===== src/rtl/bcd_display_scanner.sv =====
`default_nettype none
// ============================================================================
// Module   : bcd_display_scanner
// Brief    : Multiplexed BCD display scanner with guard interval, frame-
//            synchronous double buffering and leading-zero blanking.
// Revision : 1.0 - initial release
// ============================================================================
module bcd_display_scanner #(
    parameter int DIGITS   = 4,
    parameter int SCAN_DIV = 50000,
    parameter int GUARD    = 2
) (
    input  logic                  clk,
    input  logic                  rst,
    input  logic                  load,
    input  logic [4*DIGITS-1:0]   bcd_in,
    input  logic                  lzb_en,
    output logic [3:0]            bcd_out,
    output logic [DIGITS-1:0]     an_n,
    output logic                  frame_done,
    output logic                  load_ack
);

    localparam int C_CNT_MAX = (SCAN_DIV > GUARD) ? SCAN_DIV : GUARD;
    localparam int C_CW      = (C_CNT_MAX > 1) ? $clog2(C_CNT_MAX) : 1;
    localparam int C_IW      = (DIGITS > 1) ? $clog2(DIGITS) : 1;

    localparam logic [C_CW-1:0] C_SHOW_LAST  = C_CW'(SCAN_DIV - 1);
    localparam logic [C_CW-1:0] C_GUARD_LAST = C_CW'((GUARD > 0) ? GUARD - 1 : 0);
    localparam logic [C_CW-1:0] C_CNT_ONE    = C_CW'(1);
    localparam logic [C_IW-1:0] C_IDX_LAST   = C_IW'(DIGITS - 1);
    localparam logic [C_IW-1:0] C_IDX_ONE    = C_IW'(1);

    localparam logic [0:0] S_GUARD = 1'b0;
    localparam logic [0:0] S_SHOW  = 1'b1;
    // Phase entered at reset and after every digit; skips GUARD when it is zero.
    localparam logic [0:0] C_PHASE_ENTRY = (GUARD > 0) ? S_GUARD : S_SHOW;

    logic [0:0]          r_phase, w_phase_nxt;
    logic [C_CW-1:0]     r_cnt, w_cnt_nxt;
    logic [C_IW-1:0]     r_idx, w_idx_nxt;
    logic                w_advance, w_boundary;

    logic [4*DIGITS-1:0] r_active, r_pending, w_active_nxt;
    logic                r_pending_vld, r_code_vld, r_blank;

    logic [3:0]          w_digit, w_bcd_nxt;
    logic                w_zero_run, w_zero_above;
    logic                w_upd, w_blank_calc, w_blank_nxt;
    logic [DIGITS-1:0]   w_an_nxt;
    logic                w_fd_nxt, w_ack_nxt;

    // State register
    always_ff @(posedge clk or posedge rst) begin
        if (rst) begin
            r_phase <= C_PHASE_ENTRY;
            r_cnt   <= '0;
            r_idx   <= '0;
        end else begin
            r_phase <= w_phase_nxt;
            r_cnt   <= w_cnt_nxt;
            r_idx   <= w_idx_nxt;
        end
    end

    // Next-state logic
    always_comb begin
        w_advance   = (r_phase == S_SHOW) && (r_cnt == C_SHOW_LAST);
        w_boundary  = w_advance && (r_idx == C_IDX_LAST);
        w_phase_nxt = r_phase;
        w_cnt_nxt   = r_cnt + C_CNT_ONE;
        w_idx_nxt   = r_idx;
        case (r_phase)
            S_GUARD: begin
                if (r_cnt == C_GUARD_LAST) begin
                    w_phase_nxt = S_SHOW;
                    w_cnt_nxt   = '0;
                end
            end
            S_SHOW: begin
                if (w_advance) begin
                    w_phase_nxt = C_PHASE_ENTRY;
                    w_cnt_nxt   = '0;
                    w_idx_nxt   = (r_idx == C_IDX_LAST) ? '0 : r_idx + C_IDX_ONE;
                end
            end
            default: begin
                w_phase_nxt = C_PHASE_ENTRY;
                w_cnt_nxt   = '0;
            end
        endcase
    end

    // Output logic: next values for the registered outputs
    always_comb begin
        w_active_nxt = r_active;
        if (w_boundary) begin
            if (load) begin
                w_active_nxt = bcd_in;
            end else if (r_pending_vld) begin
                w_active_nxt = r_pending;
            end
        end

        // Walk from the top digit down so the zero run covers idx..DIGITS-1.
        w_digit      = 4'h0;
        w_zero_above = 1'b0;
        w_zero_run   = 1'b1;
        for (int i = DIGITS - 1; i >= 0; i--) begin
            w_zero_run = w_zero_run && (w_active_nxt[4*i +: 4] == 4'h0);
            if (w_idx_nxt == C_IW'(i)) begin
                w_digit      = w_active_nxt[4*i +: 4];
                w_zero_above = w_zero_run;
            end
        end

        // Digit code (and blanking) is latched only when a new digit is taken up.
        w_upd        = w_advance || !r_code_vld;
        w_blank_calc = lzb_en && (w_idx_nxt != '0) && w_zero_above;
        w_blank_nxt  = w_upd ? w_blank_calc : r_blank;
        w_bcd_nxt    = w_upd ? (w_blank_calc ? 4'hF : w_digit) : bcd_out;

        w_an_nxt = '1;
        for (int i = 0; i < DIGITS; i++) begin
            w_an_nxt[i] = !((w_phase_nxt == S_SHOW) && !w_blank_nxt &&
                            (w_idx_nxt == C_IW'(i)));
        end

        w_fd_nxt  = (w_phase_nxt == S_SHOW) && (w_idx_nxt == C_IDX_LAST) &&
                    (w_cnt_nxt == C_SHOW_LAST);
        w_ack_nxt = w_boundary && (load || r_pending_vld);
    end

    // Value buffers and output registers
    always_ff @(posedge clk or posedge rst) begin
        if (rst) begin
            r_active      <= '0;
            r_pending     <= '0;
            r_pending_vld <= 1'b0;
            r_code_vld    <= 1'b0;
            r_blank       <= 1'b0;
            bcd_out       <= 4'hF;
            an_n          <= '1;
            frame_done    <= 1'b0;
            load_ack      <= 1'b0;
        end else begin
            r_active <= w_active_nxt;
            if (w_boundary) begin
                r_pending_vld <= 1'b0;
            end else if (load) begin
                r_pending     <= bcd_in;
                r_pending_vld <= 1'b1;
            end
            r_code_vld <= 1'b1;
            r_blank    <= w_blank_nxt;
            bcd_out    <= w_bcd_nxt;
            an_n       <= w_an_nxt;
            frame_done <= w_fd_nxt;
            load_ack   <= w_ack_nxt;
        end
    end

endmodule
`default_nettype wire


===== config.mk =====
export PLATFORM = sky130hd
export DESIGN_NAME = bcd_display_scanner
export DESIGN_NICKNAME = d
export VERILOG_FILES = /design/src/rtl/bcd_display_scanner.sv
export SDC_FILE = /design/constraint.sdc
export NUM_CORES = 1
export LEC_CHECK = 0
export CAP_MARGIN = 20
export CORE_UTILIZATION = 32
export CTS_BUF_LIST = sky130_fd_sc_hd__clkbuf_8 sky130_fd_sc_hd__clkbuf_16
export CTS_CLUSTER_DIAMETER = 50
export DETAILED_ROUTE_END_ITERATION = 7
export DONT_BUFFER_PORTS = 1
export GPL_TIMING_DRIVEN = 0
export SLEW_MARGIN = 20
export SYNTH_ARGS = -nofsm -noshare
export SYNTH_HDL_FRONTEND = slang
export SYNTH_SLANG_ARGS = --single-unit

===== constraint.sdc =====
create_clock -name clk -period 6.1 [get_ports clk]
set_input_delay 0.305 -clock clk [delete_from_list [all_inputs] [get_ports clk]]
set_output_delay 0.305 -clock clk [all_outputs]
set_load 0.02 [all_outputs]

==> run_results.csv <==
group,metric,value,unit
final_layout,mostFrequentLayoutCell,"dfrtp_1",
global_routing,grtUsageMet3,4.47,%
final_layout,final_cell_mix,"dfrtp_1, nand2_1, nor2_1",
synth,ys_seq_area_share,49.6,%
global_routing,gr-usage-met2,22.1,%
clock_tree,tritoncts,"done",
timing,slew_headroom,54.5,%
clock_tree,cts_buffers,9,
routing,num_vias,2329,
timing,clock.fmax,338,MHz
global_routing,grt_util_met1,21.1,%
critical_path,cp.required,6390,ps
flow_run,cap_violations,0,
global_routing,grt_max_degree,51,
routing,via_per_inst,5.13,
floorplanning,io-pin-count,30,
synth,synth_edf_count,0,
clock_tree,clock_latency,350,ps
place,hpwlAfterDp,5.31,mm
clock_tree,cts_resized,0,
final_layout,ff_latch_area,1610,um2
final_layout,stdcell_count,454,
routing,drc,0,
final_layout,nFillCells,1012,
timing,fin_setup_tns,0,ps
synth,ys_types,64,
timing,finalClockSkew,13.3,ps
critical_path,cp-end-kind,"flip-flop",
clock_tree,cts_setup_buffers,0,
timing,worst_slew_pin_slew,677,ps
routing,dr.pass1.iters,4,
synth,avgSynthCellArea,10.7,um2
outcome,status,"finished clean",
pwr,p_leak,0.00157,uW
timing,fin_crit,2960,ps
critical_path,worst_ep_arrival_time,3250,ps
clock_tree,clk_pin_slew_worst_paths,80,ps
routing,routedWlPerCell,15.9,um
routing,ant_nets,0,
place,io_buffer_count,0,
clock_tree,cts.sinks,64,
clock_tree,htree_levels,3,
timing,finalSetupViolCount,0,
timing,slew_violations,0,
critical_path,critical_path_peak_fanout,8,
floorplanning,die_y,103,um
clock_tree,clockBufferDepth,2,
timing,rsz0062_at_grt,"no",
final_layout,fin_nets,339,
pwr,power.total,852,uW
synth,synthArstFlopShare,100,%
final_layout,multiInputGateArea,1500,um2
pwr,powerDensity,234,nW/um2
global_routing,grt_pass1_vias,2352,
place,place_congestion,0.806,
global_routing,globalRouteOverflowTotal,0,
global_routing,grt_use_total,15.3,%
final_layout,layout-drive-gt1-share,21.5,%
pwr,vdd_drop_max,84.6,uV
floorplanning,start_util,33.1,%
routing,drt-total-wl,7.20,mm
floorplanning,dieArea,10600,um2
floorplanning,chipWidth,103,um
floorplanning,fp.coreArea,9820,um2
synth,postSynthCellCount,303,
synth,ys_seq_elements,64,
critical_path,start_kind,"flip-flop",
critical_path,critical_path_class,"reg -> reg",
global_routing,grt_pass1_wl,12.1,mm
global_routing,grt-busiest-layer,"met2",
timing,post-route-period-util,48.5,%
floorplanning,rows,36,
place,dp.cells,437,
timing,final_hold_viol_count,0,
synth,syn_area,3250,um2
synth,synthFlopType,"dfrtp_1",
routing,drt_iter0_markers,97,
final_layout,num_antenna_cells,0,
synth,synth_fp_nets,326,
clock_tree,root_buffer,"clkbuf_8",
final_layout,area_growth,11.9,%
min_path,hp-class,"in -> reg",
synth,synth_warnings,0,
clock_tree,cts_hold_buf,1,
global_routing,antenna_found_initial,0,
==> final cells by class <==
class	instances	area share (%)
plain buffers	14	2.13
multi-input cells	209	41.3
clock inverters	7	1.51
repair buffers	2	1.03
well taps	133	4.58
flip-flops and latches	64	44.3
inverters	16	1.72
clock buffers	9	3.41
==> per-layer routing <==
metal | up-vias | part of all wire [%]
met2 | 47 | 42
met3 | 9 | 5.9
li1 | 1128 | -
met5 | - | 0
met1 | 1145 | 50
met4 | 0 | 1.6
==> stage by stage <==
| step | instance area (um2) | setup slack [ps] | utilization (%) | hold slack [ps] |
|---|---|---|---|---|
| after floorplan | 3250 | 3550 | - | 444 |
| after global placement | 3420 | 3150 | 34.8 | 457 |
| after detailed placement | 3450 | 3120 | 35.1 | 122 |
| after CTS | 3640 | 3080 | 37.0 | 92.1 |
| after global routing | 3640 | 2890 | 37.0 | 85.7 |
| final | 3640 | 3140 | 37.0 | 102 |
==> state kept, by name (all words and copies together), names as in the netlist <==
name	cells
an_n	4
bcd_out	4
frame_done	1
load_ack	1
r_active	16
r_blank	1
r_cnt	16
r_code_vld	1
r_idx	2
r_pending	16
r_pending_vld	1
r_phase	1
==> where the power goes <==
group	switching (uW)	internal, uW	total, uW
registers	13.8	445	459
clock network	181	150	332
logic	33.6	28.2	61.8
total	228	623	852
==> critical path, stage by stage, from the launching register on <==
cell     delay, ps
dfrtp_1        450
ha_1           270
nand3_1        240
nor4_4         500
nand3_2        200
mux2_4         400
and4b_4        240
nor4_4         430
or3_1          190
==> final timing paths <==
check / start / to / slack [ps] / cells after the start
max reg2reg: r_cnt[0]$_DFF_PP0_ / an_n[2]$_DFF_PP1_ / 3140 / 8
min in group asynchronous: rst / frame_done$_DFF_PP0_ / 370 / 2
max in group asynchronous: rst / an_n[0]$_DFF_PP1_ / 5180 / 3
min: bcd_in[11] / r_pending[11]$_DFFE_PP0P_ / 100 / 1
max: r_cnt[0]$_DFF_PP0_ / an_n[2]$_DFF_PP1_ / 3140 / 8
min reg2reg: r_active[0]$_DFF_PP0_ / r_active[0]$_DFF_PP0_ / 500 / 2
==> cells in the mapped netlist (3+ instances only) <==
master	count	share of area (%)
buf_2	3	0.46
nand3_1	10	1.5
xor2_1	4	1.1
a22oi_1	14	3.2
or3_1	6	1.2
mux2_2	15	5.2
and2_1	4	0.77
mux2i_1	5	1.5
dfstp_2	8	6.5
nor4_1	4	0.77
a21oi_1	7	1.1
nand2_1	26	3.0
clkbuf_1	6	0.69
o21ai_0	7	1.1
nand4_1	8	1.5
ha_1	3	1.2
o2bb2ai_1	5	1.3
xnor2_1	10	2.7
nor2_1	22	2.5
dfrtp_1	56	43
nor3_1	7	1.1
nor4_4	3	2.0
a2bb2oi_1	5	1.3
inv_1	15	1.7
==> logic make-up after synthesis <==
logic type / synth area share (%)
xor+xnor: 3.77
compound gates: 14.4
simple gates: 19.6
fa+ha+maj: 1.15
other cells: 0.115
flops: 49.6
mux: 7.20
buf+inv: 4.23
No activity file was read; power rests on OpenSTA's default activity.
